[src/rtl/lsu_pkg.sv]
// Shared definitions for the load/store unit: RV32I funct3 encodings,
// controller state encoding and request-decode helpers.
package lsu_pkg;

    localparam logic [2:0] F3_B  = 3'b000;
    localparam logic [2:0] F3_H  = 3'b001;
    localparam logic [2:0] F3_W  = 3'b010;
    localparam logic [2:0] F3_BU = 3'b100;
    localparam logic [2:0] F3_HU = 3'b101;

    typedef enum logic [2:0] {
        ST_IDLE,
        ST_READ,
        ST_CAPT,
        ST_WRITE,
        ST_RESP
    } lsu_state_t;

    // Encodings with no RV32I meaning, plus unsigned variants on stores.
    function automatic logic f3_illegal(input logic [2:0] f3, input logic we);
        return (f3 == 3'b011) || (f3 == 3'b110) || (f3 == 3'b111) || (we && f3[2]);
    endfunction

    // Halfword on an odd address, or word off a 4-byte boundary.
    function automatic logic is_misaligned(input logic [2:0] f3, input logic [1:0] off);
        return ((f3[1:0] == 2'b01) && off[0]) || ((f3[1:0] == 2'b10) && (off != 2'b00));
    endfunction

endpackage

[src/rtl/lsu_lane_align.sv]
// Combinational lane steering: extracts and extends load data from a memory
// word, and merges a byte/half of store data into a word for read-modify-write.
// Halfword lane is chosen by offset[1] alone, so odd halfword addresses fold
// onto the aligned lane.
module lsu_lane_align
    import lsu_pkg::*;
(
    input  logic [2:0]  funct3,
    input  logic [1:0]  offset,
    input  logic [31:0] read_word,
    input  logic [31:0] store_data,
    output logic [31:0] load_data,
    output logic [31:0] merged_word
);

    logic [7:0]  lane_byte;
    logic [15:0] lane_half;

    // Select the addressed byte and half of the read word.
    always_comb begin
        lane_byte = read_word[7:0];
        case (offset)
            2'd0:    lane_byte = read_word[7:0];
            2'd1:    lane_byte = read_word[15:8];
            2'd2:    lane_byte = read_word[23:16];
            default: lane_byte = read_word[31:24];
        endcase
        lane_half = offset[1] ? read_word[31:16] : read_word[15:0];
    end

    // Sign- or zero-extend the selected lane for loads.
    always_comb begin
        load_data = read_word;
        case (funct3)
            F3_B:    load_data = {{24{lane_byte[7]}}, lane_byte};
            F3_BU:   load_data = {24'h0, lane_byte};
            F3_H:    load_data = {{16{lane_half[15]}}, lane_half};
            F3_HU:   load_data = {16'h0, lane_half};
            default: load_data = read_word;
        endcase
    end

    // Replace the addressed lane of the read word with the store data.
    always_comb begin
        merged_word = read_word;
        if (funct3[1:0] == 2'b00) begin
            case (offset)
                2'd0:    merged_word = {read_word[31:8], store_data[7:0]};
                2'd1:    merged_word = {read_word[31:16], store_data[7:0], read_word[7:0]};
                2'd2:    merged_word = {read_word[31:24], store_data[7:0], read_word[15:0]};
                default: merged_word = {store_data[7:0], read_word[23:0]};
            endcase
        end else if (funct3[1:0] == 2'b01) begin
            merged_word = offset[1] ? {store_data[15:0], read_word[15:0]}
                                    : {read_word[31:16], store_data[15:0]};
        end else begin
            merged_word = store_data;
        end
    end

endmodule

[src/rtl/load_store_unit.sv]
// Load/store unit between execute and a single-port, word-wide data memory
// with a registered read. Sub-word stores are done as read-modify-write.
// Optional feature: define LSU_MISALIGN_FAULT_EN to fault misaligned accesses
// instead of truncating the offending low address bits.
module load_store_unit
    import lsu_pkg::*;
#(
    parameter int unsigned ADDR_W = 5,
    parameter int unsigned XLEN   = 32
) (
    input  logic              clk,
    input  logic              rst,
    input  logic              req_valid,
    output logic              req_ready,
    input  logic              req_we,
    input  logic [2:0]        req_funct3,
    input  logic [31:0]       req_addr,
    input  logic [XLEN-1:0]   req_wdata,
    output logic              rsp_valid,
    output logic [XLEN-1:0]   rsp_rdata,
    output logic              rsp_fault,
    output logic              mem_wr_rd_en,
    output logic [ADDR_W-1:0] mem_addr,
    output logic [XLEN-1:0]   mem_write_data,
    input  logic [XLEN-1:0]   mem_read_data
);

    localparam int unsigned AQ_W = ADDR_W + 2;

    lsu_state_t      state;
    lsu_state_t      state_next;
    logic [AQ_W-1:0] addr_q;
    logic [2:0]      f3_q;
    logic            we_q;
    logic [XLEN-1:0] wdata_q;
    logic [XLEN-1:0] rdata_q;
    logic            fault_q;
    logic            accept;
    logic            req_fault;
    logic [31:0]     load_data;
    logic [31:0]     merged_word;
    logic            unused_addr_hi;

    // Address bits above the memory index wrap and are intentionally dropped.
    assign unused_addr_hi = &{1'b0, req_addr[31:AQ_W]};
    assign accept         = req_valid && (state == ST_IDLE);

    // Decide at accept time whether the request completes as a fault.
    always_comb begin
`ifdef LSU_MISALIGN_FAULT_EN
        req_fault = f3_illegal(req_funct3, req_we) || is_misaligned(req_funct3, req_addr[1:0]);
`else
        req_fault = f3_illegal(req_funct3, req_we);
`endif
    end

    lsu_lane_align u_lane_align (
        .funct3      (f3_q),
        .offset      (addr_q[1:0]),
        .read_word   (mem_read_data),
        .store_data  (wdata_q),
        .load_data   (load_data),
        .merged_word (merged_word)
    );

    // State register.
    always_ff @(posedge clk) begin
        if (!rst) begin
            state <= ST_IDLE;
        end else begin
            state <= state_next;
        end
    end

    // Next-state sequencing: full-word stores skip the read phase.
    always_comb begin
        state_next = state;
        case (state)
            ST_IDLE: begin
                if (accept) begin
                    if (req_fault)                             state_next = ST_RESP;
                    else if (req_we && (req_funct3 == F3_W))   state_next = ST_WRITE;
                    else                                       state_next = ST_READ;
                end
            end
            ST_READ:  state_next = ST_CAPT;
            ST_CAPT:  state_next = we_q ? ST_WRITE : ST_RESP;
            ST_WRITE: state_next = ST_RESP;
            ST_RESP:  state_next = ST_IDLE;
            default:  state_next = ST_IDLE;
        endcase
    end

    // Outputs decoded from state; reset forces the memory port quiet in the same cycle.
    always_comb begin
        req_ready      = 1'b0;
        rsp_valid      = 1'b0;
        rsp_rdata      = '0;
        rsp_fault      = 1'b0;
        mem_wr_rd_en   = 1'b0;
        mem_addr       = '0;
        mem_write_data = '0;
        if (rst) begin
            req_ready = (state == ST_IDLE);
            mem_addr  = addr_q[AQ_W-1:2];
            if (state == ST_WRITE) begin
                mem_wr_rd_en   = 1'b1;
                mem_write_data = wdata_q;
            end
            if (state == ST_RESP) begin
                rsp_valid = 1'b1;
                rsp_rdata = rdata_q;
                rsp_fault = fault_q;
            end
        end
    end

    // Request capture and data path: load result or merged store word in CAPT.
    always_ff @(posedge clk) begin
        if (!rst) begin
            addr_q  <= '0;
            f3_q    <= '0;
            we_q    <= 1'b0;
            wdata_q <= '0;
            rdata_q <= '0;
            fault_q <= 1'b0;
        end else if (accept) begin
            addr_q  <= req_addr[AQ_W-1:0];
            f3_q    <= req_funct3;
            we_q    <= req_we;
            wdata_q <= req_wdata;
            rdata_q <= '0;
            fault_q <= req_fault;
        end else if (state == ST_CAPT) begin
            if (we_q) wdata_q <= XLEN'(merged_word);
            else      rdata_q <= XLEN'(load_data);
        end
    end

endmodule

[config.mk]
export PLATFORM = sky130hd
export DESIGN_NAME = load_store_unit
export DESIGN_NICKNAME = d
export VERILOG_FILES = /design/src/rtl/lsu_pkg.sv /design/src/rtl/lsu_lane_align.sv /design/src/rtl/load_store_unit.sv
export SDC_FILE = /design/constraint.sdc
export NUM_CORES = 1
export LEC_CHECK = 0
export BUFFER_PORTS_ARGS = -buffer_cell sky130_fd_sc_hd__buf_2
export CAP_MARGIN = 20
export CORE_ASPECT_RATIO = 0.9
export CORE_UTILIZATION = 49
export DETAILED_ROUTE_END_ITERATION = 10
export PLACE_DENSITY = 0.92
export SYNTH_ARGS = -nofsm -noshare
export SYNTH_HDL_FRONTEND = slang
export SYNTH_SLANG_ARGS = --single-unit
[constraint.sdc]
create_clock -name clk -period 2.3 [get_ports clk]
set_clock_uncertainty 0.05 [all_clocks]
set_input_delay 0.345 -clock clk [delete_from_list [all_inputs] [get_ports clk]]
set_output_delay 0.345 -clock clk [all_outputs]
set_load 0.02 [all_outputs]
==> results of run 1 <==
==> power breakdown <==
| part | leakage (nW) | switching [mW] | internal [mW] |
|---|---|---|---|
| clock | 0.0960 | 0.526 | 0.498 |
| sequential | 0.644 | 0.0838 | 1.46 |
| combinational | 1.70 | 0.428 | 0.277 |
| total | 2.44 | 1.04 | 2.23 |
==> path summary, 6_finish.rpt <==
kind	from	endpoint	slack [ns]	depth (start not counted)
worst max-delay path	state[0]	rsp_rdata[31]	0.13	6
worst min-delay path	req_wdata[22]	wdata_q[22]	0.16	3
worst max register to register	state[2]	wdata_q[14]	0.17	5
worst min register to register	rdata_q[11]	rdata_q[11]	0.40	2
==> cells by family after synthesis <==
family	count (synthesis)	share of synthesized area, %
flip-flops	79	35.72
AND/OR/NAND/NOR	206	24.95
multiplexers	24	5.595
AO/OA/AOI/OAI	179	28.45
buffers and inverters	51	5.284
==> layout make-up <==
type | instances | area [um2] | share of cell area (%)
multi-input cells | 409 | 2630 | 47.62
clock inverters | 6 | 61.31 | 1.110
well taps | 119 | 148.9 | 2.696
flip-flops and latches | 79 | 1582 | 28.64
repair buffers | 175 | 958.4 | 17.35
clock buffers | 10 | 127.6 | 2.311
inverters | 4 | 15.01 | 0.2719
==> cells in the final DEF (no fill, tap or decap), types with 3 or more instances in the layout <==
cell and n:
o22ai_1 9, o21ai_0 30, o21a_1 4, buf_2 150, nand2_1 64, clkinv_2 3, mux2i_1 18, and3_1 4
a21boi_0 12, and2_1 75, buf_4 22, nor3b_1 6, a21o_1 5, mux2_2 6, nand3_1 19, clkbuf_8 9
a21oi_1 38, dfxtp_1 79, o21ai_1 3, o2111ai_1 9, o221ai_1 12, nor3_1 7, a211oi_1 4, o2bb2ai_1 17
a221oi_1 8, inv_1 4, a22oi_1 8, o211ai_1 3, nor2_1 15
==> layer usage <==
metal  vias up  wire length, um  global-route usage (%)
li1       2228                -                       -
met1      2286             5735                   42.77
met2       348             6622                   49.61
met3        78             1808                   6.402
met4         0              668                   16.67
met5         -                0                       0
==> state kept, by name (all words and copies together), names as in the netlist <==
name,cells
rdata_q,32
f3_q,3
we_q,1
addr_q,7
fault_q,1
wdata_q,32
state,3
==> stage by stage <==
step	worst slack [ns]	cells	power, mW	hold WS, ns	cell area, um2
2_1_floorplan	0.3661	539	1.987	0.3772	4428
3_3_place_gp	0.2743	786	2.218	0.3919	5324
3_5_place_dp	0.2722	786	2.245	0.3933	5324
4_1_cts	0.07037	802	3.238	0.1601	5513
5_1_grt	0.03236	802	3.397	0.1659	5523
6_report	0.1265	802	3.268	0.1576	5523
==> tightest hold or removal path, stage by stage <==
cell and delay (ns):
buf_2 0.08, nand3_1 0.06, o221ai_1 0.06
==> summary.md, run 1 <==
| Metric | Value |
|---|---|
| Outcome | `completed` |
| Most common cell in the synthesized netlist | `dfxtp_1` |
| Root Driver | `clkbuf_8` |
| DRT Pass-1 Iters | `6` |
| Slowest-stage cell, CP | `dfxtp_1` |
| Highest clock rate | `460.1 MHz` |
| Syn Area/Cell | `between 8 and 9 um2` |
| Synth Instances | `539` |
| Ys async rst share | `0%` |
| Area Growth Syn to Fin | `24.72%` |
| Share of layout cells above drive strength 1 | `31.04%` |
| Vias/cell | `6.160` |
| Leakage power | `roughly 2.4 nW` |
| First-pass GRT wire length | `23390 um` |
| Clock buffer depth | `2` |
| Vias | `4940` |
| WL final | `14840 um` |
| Post-CTS Setup Inserts | `0` |
| Final Util | `between 60% and 70%` |
| Clock period minus worst slack | `2.174 ns` |
| CTS HTree Levels | `3` |
| Max-cap violations | `0` |
| CP delay by family, top | `simple AND/OR/NAND/NOR gates` |
| I/O pins | `176` |
| Post-Synthesis Cell Area | `4428 um2` |
| Syn Nets | `~640` |
| Yosys reg bits | `79` |
| Initial core utilization | `roughly 50%` |
| Post-synth top flop | `dfxtp_1` |
| DRC viols | `0` |
| Grt total ovfl | `0` |
| Initial drt markers | `446` |
| Max VDD drop | `0.0003162 V` |
| Drt wl/cell | `~18 um` |
| Pwr Density | `591.7 nW/um2` |
| GP Congestion | `between 0.9 and 1` |
| Hold Crit Class | `input pin to flop` |
| Post-synth EDFFs | `0` |
| Antenna violations before repair | `0` |
| Buffers and inverters on the worst path | `3` |
| Worst Tran Pin Value | `0.6128 ns` |
| # diodes | `0` |
| Clock Latency Late Sink | `0.36 ns` |
| Core Region | `8688 um2` |
| CP startpoint kind | `flop` |
| Largest net degree at the start of global routing | `57` |
| Reg clk slew, reported paths | `0.09 ns` |
| CP Capture Type | `output pin` |
| Critical Path AT | `1.78 ns` |
| Clk sinks | `79` |
| Most frequent cells after synthesis | `dfxtp_1 (79), and2_1 (75), nand2_1 (64)` |
| Die area | `between 9000 and 10000 um2` |
| Worst Path Required | `1.90 ns` |
| Relative slew slack | `58.99%` |
| Area share of the largest cell type after synthesis | `35.72%` |
| PortBufs | `150` |
| GRT Overall Usage | `between 30% and 40%` |
| Worst-path cell chain | `buf_4 -> nor2_1 -> and3_1 -> buf_6 -> and2_1 -> buf_2` |
| # hold bufs at CTS | `0` |
| Final setup fails | `0` |
| Pins Over Slew Limit | `0` |
| Syn. warnings | `0` |
| Worst Path Max Fanout | `33` |
| RSZ-0062 raised after global routing | `false` |
| Die X-Extent | `approximately 100 um` |
| Hold Vio Cnt, Final | `0` |
| Number of buffers created by CTS | `9` |
| FILL cells | `737` |
| DRT antenna net count | `0` |
| CTS tree | `done` |
| CP max stage delay | `approximately 0.32 ns` |
| Post-DP HPWL | `around 11000 um` |
| # rows | `32` |
| Ranking of synthesized cells by area | `dfxtp_1 (36%), and2_1 (11%), nand2_1 (5.4%), a21oi_1 (4.3%), mux2i_1 (4.1%)` |
| Total negative slack | `0 ns` |
| Final period utilization | `~95%` |
| Post-cts sizing count | `0` |
| WS Path Type | `flop to output pin` |
| NumNets Final | `781` |
| Vias in the first global route | `4730` |
| Count of different cell masters after synthesis | `55` |
| Area leader, netlist | `dfxtp_1` |
| Register area share after synthesis | `a little over a third` |
| Die H | `92.19 um` |
(Power assumes the default switching activity.)
==> run 2: changes to the inputs <==
Clock period 2.3 ns to 2.15 ns, I/O delays scaled along.
==> run 2 against run 1 <==
Net effect: critical path depth did not move; hold slack got worse by 0.0055 ns; largest power group unchanged; critical endpoint is now mem_write_data[31]; sequential share of layout area fell by 0.36 points.
==> summary.md, run 2 (same netlist as run 1, synthesis figures left out) <==
| Metric | Value |
|---|---|
| Critical Path AT | `1.72 ns` |
| Share of layout cells above drive strength 1 | `between 30% and 40%` |
| Outcome | `completed` |
| Largest net degree at the start of global routing | `57` |
| Leakage power | `2.456 nW` |
| WS Path Type | `flop to output pin` |
| Initial drt markers | `410` |
| Worst Tran Pin Value | `0.6534 ns` |
| Relative slew slack | `56.33%` |
| Clock buffer depth | `2` |
| First-pass GRT wire length | `22740 um` |
| PortBufs | `150` |
| Pins Over Slew Limit | `0` |
| Final period utilization | `97.17%` |
| Final worst setup slack | `0.06074 ns` |
| DRT antenna net count | `0` |
| CP Capture Type | `output pin` |
| # rows | `32` |
| Most common cell after layout, fill and taps aside | `buf_2` |
| I/O pins | `176` |
| Pwr Density | `626.0 nW/um2` |
| Grt met1 use | `roughly two fifths` |
| Vias/cell | `6.047` |
| DRC viols | `0` |
| Drt wl/cell | `approximately 18 um` |
| Met3 Use GR | `7.241%` |
| GP Congestion | `0.9326` |
| Total negative slack | `0 ns` |
| Vias in the first global route | `4589` |
| Worst Path Max Fanout | `33` |
| Placed cells | `791` |
| Met2 GRT Util | `47.32%` |
| Die X-Extent | `102.2 um` |
| Place WS | `0.1226 ns` |
| Initial core utilization | `50.96%` |
| Worst Path Required | `1.78 ns` |
| Vias | `~5000` |
| WHS | `0.1520 ns` |
| Most frequent cells in the layout | `buf_2 (149), dfxtp_1 (79), and2_1 (75), nand2_1 (63), a21oi_1 (38)` |
| # hold bufs at CTS | `0` |
| Biggest regs | `rdata_q (32), wdata_q (32), addr_q (7)` |
| Hold Crit Class | `input pin to flop` |
| Max VDD drop | `just under 0.0003 V` |
| Antenna violations before repair | `0` |
| Clk sinks | `79` |
| Non-filler cells, final | `roughly 800` |
| DRT Pass-1 Iters | `5` |
| CP startpoint kind | `flop` |
| Core Region | `between 8000 and 9000 um2` |
| Busiest grt layer | `met2` |
| Final Util | `64.37%` |
| Clock period minus worst slack | `2.089 ns` |
| WL final | `approximately 15000 um` |
| RSZ-0062 raised after global routing | `false` |
| Max-cap violations | `0` |
| Grt total ovfl | `0` |
| Final setup fails | `0` |
| # diodes | `0` |
| Highest clock rate | `around 480 MHz` |
| Clock Latency Late Sink | `0.36 ns` |
| CTS HTree Levels | `3` |
| Area Growth Syn to Fin | `26.31%` |
| Hold Vio Cnt, Final | `0` |
| Die area | `9422 um2` |
| Die H | `92.19 um` |
| Number of buffers created by CTS | `9` |
| NumNets Final | `786` |
| Reg clk slew, reported paths | `0.09 ns` |
| GRT Overall Usage | `31.47%` |
| Root Driver | `clkbuf_8` |
| CTS tree | `done` |
| Post-DP HPWL | `10990 um` |
-- run 2: cell count changes in the layout (fill, tap and decap cells not counted), moves of 2 or more --
cell and change:
buf_4 +6, and3_1 -2, buf_6 -2, and3_4 +2, clkinvlp_4 +2, buf_12 +2
-- run 2: where the power goes --
part           internal (mW)  switching [mW]  total, mW
Combinational          0.310           0.462      0.772
Clock                  0.526           0.560       1.09
Sequential              1.56          0.0867       1.64
Total                   2.39            1.11       3.50
-- run 2: per-stage QoR --
step / instance area, um2 / power, mW
floorplan: 4428 / 2.126
global placement: 5361 / 2.388
detailed placement: 5361 / 2.413
CTS: 5570 / 3.476
global route: 5593 / 3.632
finish: 5593 / 3.501
-- run 2: layout make-up --
class	count	area (um2)
fill	717	3095
multi-input combinational	409	2645
sequential	79	1582
timing repair buffer	180	1016
tap	119	148.9
clock buffer	9	123.9
clock inverter	6	62.56
inverter	4	15.01
-- run 2: critical path, stage by stage (launching register included) --
cell     delay (ns)
dfxtp_1        0.33
buf_4          0.17
nor2b_2        0.16
and3_4         0.22
buf_12         0.16
and2_1         0.18
buf_4          0.16
-- run 2: final timing paths --
path            startpoint            endpoint  slack, ns  cells past startpoint
max reg2reg       state[0]          wdata_q[9]       0.14                      5
min          req_wdata[22]         wdata_q[22]       0.15                      3
max               state[2]  mem_write_data[31]       0.06                      6
min reg2reg     rdata_q[5]          rdata_q[5]       0.41                      2
-- run 2: per-layer routing --
layer / up-vias / share of wire [%]
met5: - / 0
met4: 0 / 4.4
met3: 49 / 12
met2: 330 / 45
met1: 2252 / 39
li1: 2243 / -
-- run 2: repair_timing --
item / CTS / global route
resized for setup: 6 / 6
buffers inserted: 0 / 0
setup endpoints to repair: 64 / 65
==> run 3: changes to the inputs <==
Settings changed: BUFFER_PORTS_ARGS -buffer_cell sky130_fd_sc_hd__buf_2 to -buffer_cell sky130_fd_sc_hd__buf_4.
==> run 3 against run 2 <==
Net effect: wire length increased by 4.6%; highest routed layer unchanged; clock power increased by 15%; core utilization increased by 4.6 points; non-clock buffer count decreased by 1; sequential power about the same.
==> summary.md, run 3 (same netlist as run 1, synthesis figures left out) <==
| Metric | Value |
|---|---|
| Post-CTS Setup Inserts | `0` |
| Initial drt markers | `572` |
| Die area | `roughly 9400 um2` |
| Place WS | `0.05003 ns` |
| Start of the worst register-to-register path | `state[2]` |
| Area Growth Syn to Fin | `35.26%` |
| Reg clk slew, reported paths | `0.08 ns` |
| Relative slew slack | `a little over half` |
| Hold Path Origin | `req_wdata[22]` |
| Max VDD drop | `0.0004158 V` |
| CTS tree | `done` |
| Initial core utilization | `50.96%` |
| Most frequent cells in the layout | `buf_4 (176), dfxtp_1 (79), and2_1 (75), nand2_1 (64), a21oi_1 (38)` |
| Outcome | `completed` |
| Grt met1 use | `41.04%` |
| # hold bufs at CTS | `0` |
| CP max stage delay | `between 0.3 and 0.4 ns` |
| WL final | `15290 um` |
| Slowest-stage cell, CP | `dfxtp_1` |
| Critical Path AT | `1.71 ns` |
| Hold endpoint | `wdata_q[22]` |
| WHS | `0.1442 ns` |
| Most common cell after layout, fill and taps aside | `buf_4` |
| Final setup fails | `0` |
| Number of buffers created by CTS | `9` |
| Hold Vio Cnt, Final | `0` |
| CTS HTree Levels | `3` |
| Switching pwr | `1.093 mW` |
| Clk sinks | `between 70 and 80` |
| # diodes | `0` |
| CP Capture Type | `output pin` |
| Final period utilization | `96.79%` |
| Share of layout cells above drive strength 1 | `31.69%` |
| GP Congestion | `0.9363` |
| Sw frac | `29.36%` |
| Highest clock rate | `480.6 MHz` |
| Cell Int Power | `2.631 mW` |
| Vias/cell | `6.130` |
| Leakage power | `2.538 nW` |
| WHS Path Cells | `3` |
| RSZ-0062 raised after global routing | `false` |
| Met2 GRT Util | `51.79%` |
| Worst-path cell chain | `nor2b_1 -> and3_1 -> buf_6 -> and2_1 -> buf_4` |
| DRT Pass-1 Iters | `5` |
| Worst R2R Setup Slack | `0.14 ns` |
| Biggest regs | `rdata_q (32), wdata_q (32), addr_q (7)` |
| PortBufs | `150` |
| Worst Tran Pin Value | `about 0.7 ns` |
| Grt total ovfl | `0` |
| CP startpoint kind | `flop` |
| Busiest grt layer | `met2` |
| Vias in the first global route | `about 4700` |
| Die X-Extent | `102.2 um` |
| Placed cells | `790` |
| Core Region | `8688 um2` |
| DRT antenna net count | `0` |
| NumNets Final | `786` |
| First-pass GRT wire length | `23430 um` |
| GRT Overall Usage | `about 33%` |
| Pins Over Slew Limit | `0` |
| Worst Path Max Fanout | `33` |
| Drt wl/cell | `18.95 um` |
| Pwr Density | `621.8 nW/um2` |
| Worst Path Required | `1.78 ns` |
| I/O pins | `176` |
| Post-DP HPWL | `11200 um` |
| Total negative slack | `0 ns` |
| Clock period minus worst slack | `2.081 ns` |
| Met3 Use GR | `6.784%` |
| Antenna violations before repair | `0` |
| WS Path Type | `flop to output pin` |
| Root Driver | `clkbuf_8` |
| RR Endpoint | `wdata_q[21]` |
| Vias | `between 4000 and 5000` |
| Sequential Power Share | `44.3%` |
| Die H | `roughly 92 um` |
| Largest net degree at the start of global routing | `57` |
| Final worst setup slack | `0.06910 ns` |
| Clock share of power | `33.6%` |
| Max-cap violations | `0` |
| DRC viols | `0` |
| Clock Latency Late Sink | `0.35 ns` |
| Clock buffer depth | `2` |
| Hold Crit Class | `input pin to flop` |
| R2R depth | `6` |
| Non-filler cells, final | `807` |
| Comb pwr share | `22.2%` |
| # rows | `32` |
[run 3: changes by cell type in the layout (fill, tap and decap cells not counted), moves of 2 or more]
cell,delta
clkbuf_8,+2
buf_2,-149
buf_4,+148
clkinvlp_4,-3
clkbuf_1,+2
[run 3: repair_timing]
action	4_1_cts	5_1_grt
endpoints found under the setup margin	13	81
cloned	0	1
gates resized for setup	1	6
[run 3: worst max path at each step]
stage | start | to | slack, ns | cells after the start
finish | state[2] | mem_write_data[31] | 0.07 | 5
global route | state[2] | mem_write_data[31] | 0.007 | 5
CTS | state[0] | rsp_rdata[9] | 0.03 | 6
detailed placement | req_valid | wdata_q[0] | 0.05 | 5
global placement | req_valid | wdata_q[10] | 0.12 | 6
floorplan | state[0] | rsp_rdata[22] | 0.24 | 6
[run 3: metal layers]
metal	routed length, um	up-vias	share of wire [%]
li1	-	2246	-
met1	5956	2307	39
met2	7126	338	47
met3	1610	56	11
met4	596	0	3.9
met5	0	-	0
[run 3: layout make-up]
class	instances	area (um2)
multi-input cells	410	2648
fillers	658	2699
flip-flops and latches	79	1582
inverters	4	15.01
repair buffers	179	1373
well taps	119	148.9
clock inverters	3	65.06
clock buffers	13	158.9
[run 3: worst max-delay path: cells and delay by family (launching register included)]
kind | cells | cell delay (ns)
flops | 1 | 0.34
simple gates | 3 | 0.64
buf+inv | 2 | 0.36
[run 3: stage by stage]
stage	util, %	total power [mW]	instance area (um2)
2_1_floorplan	-	2.126	4428
3_3_place_gp	65.94	2.433	5729
3_5_place_dp	65.94	2.463	5729
4_1_cts	68.56	3.689	5957
5_1_grt	68.94	3.858	5989
6_report	68.94	3.724	5989
[run 3: power by group through the flow]
stage,registers [mW],clock network (mW),logic (mW)
2_1_floorplan,1.64,0,0.488
3_3_place_gp,1.67,0,0.760
3_5_place_dp,1.68,0,0.788
4_1_cts,1.64,1.25,0.796
5_1_grt,1.66,1.32,0.883
6_report,1.65,1.25,0.825
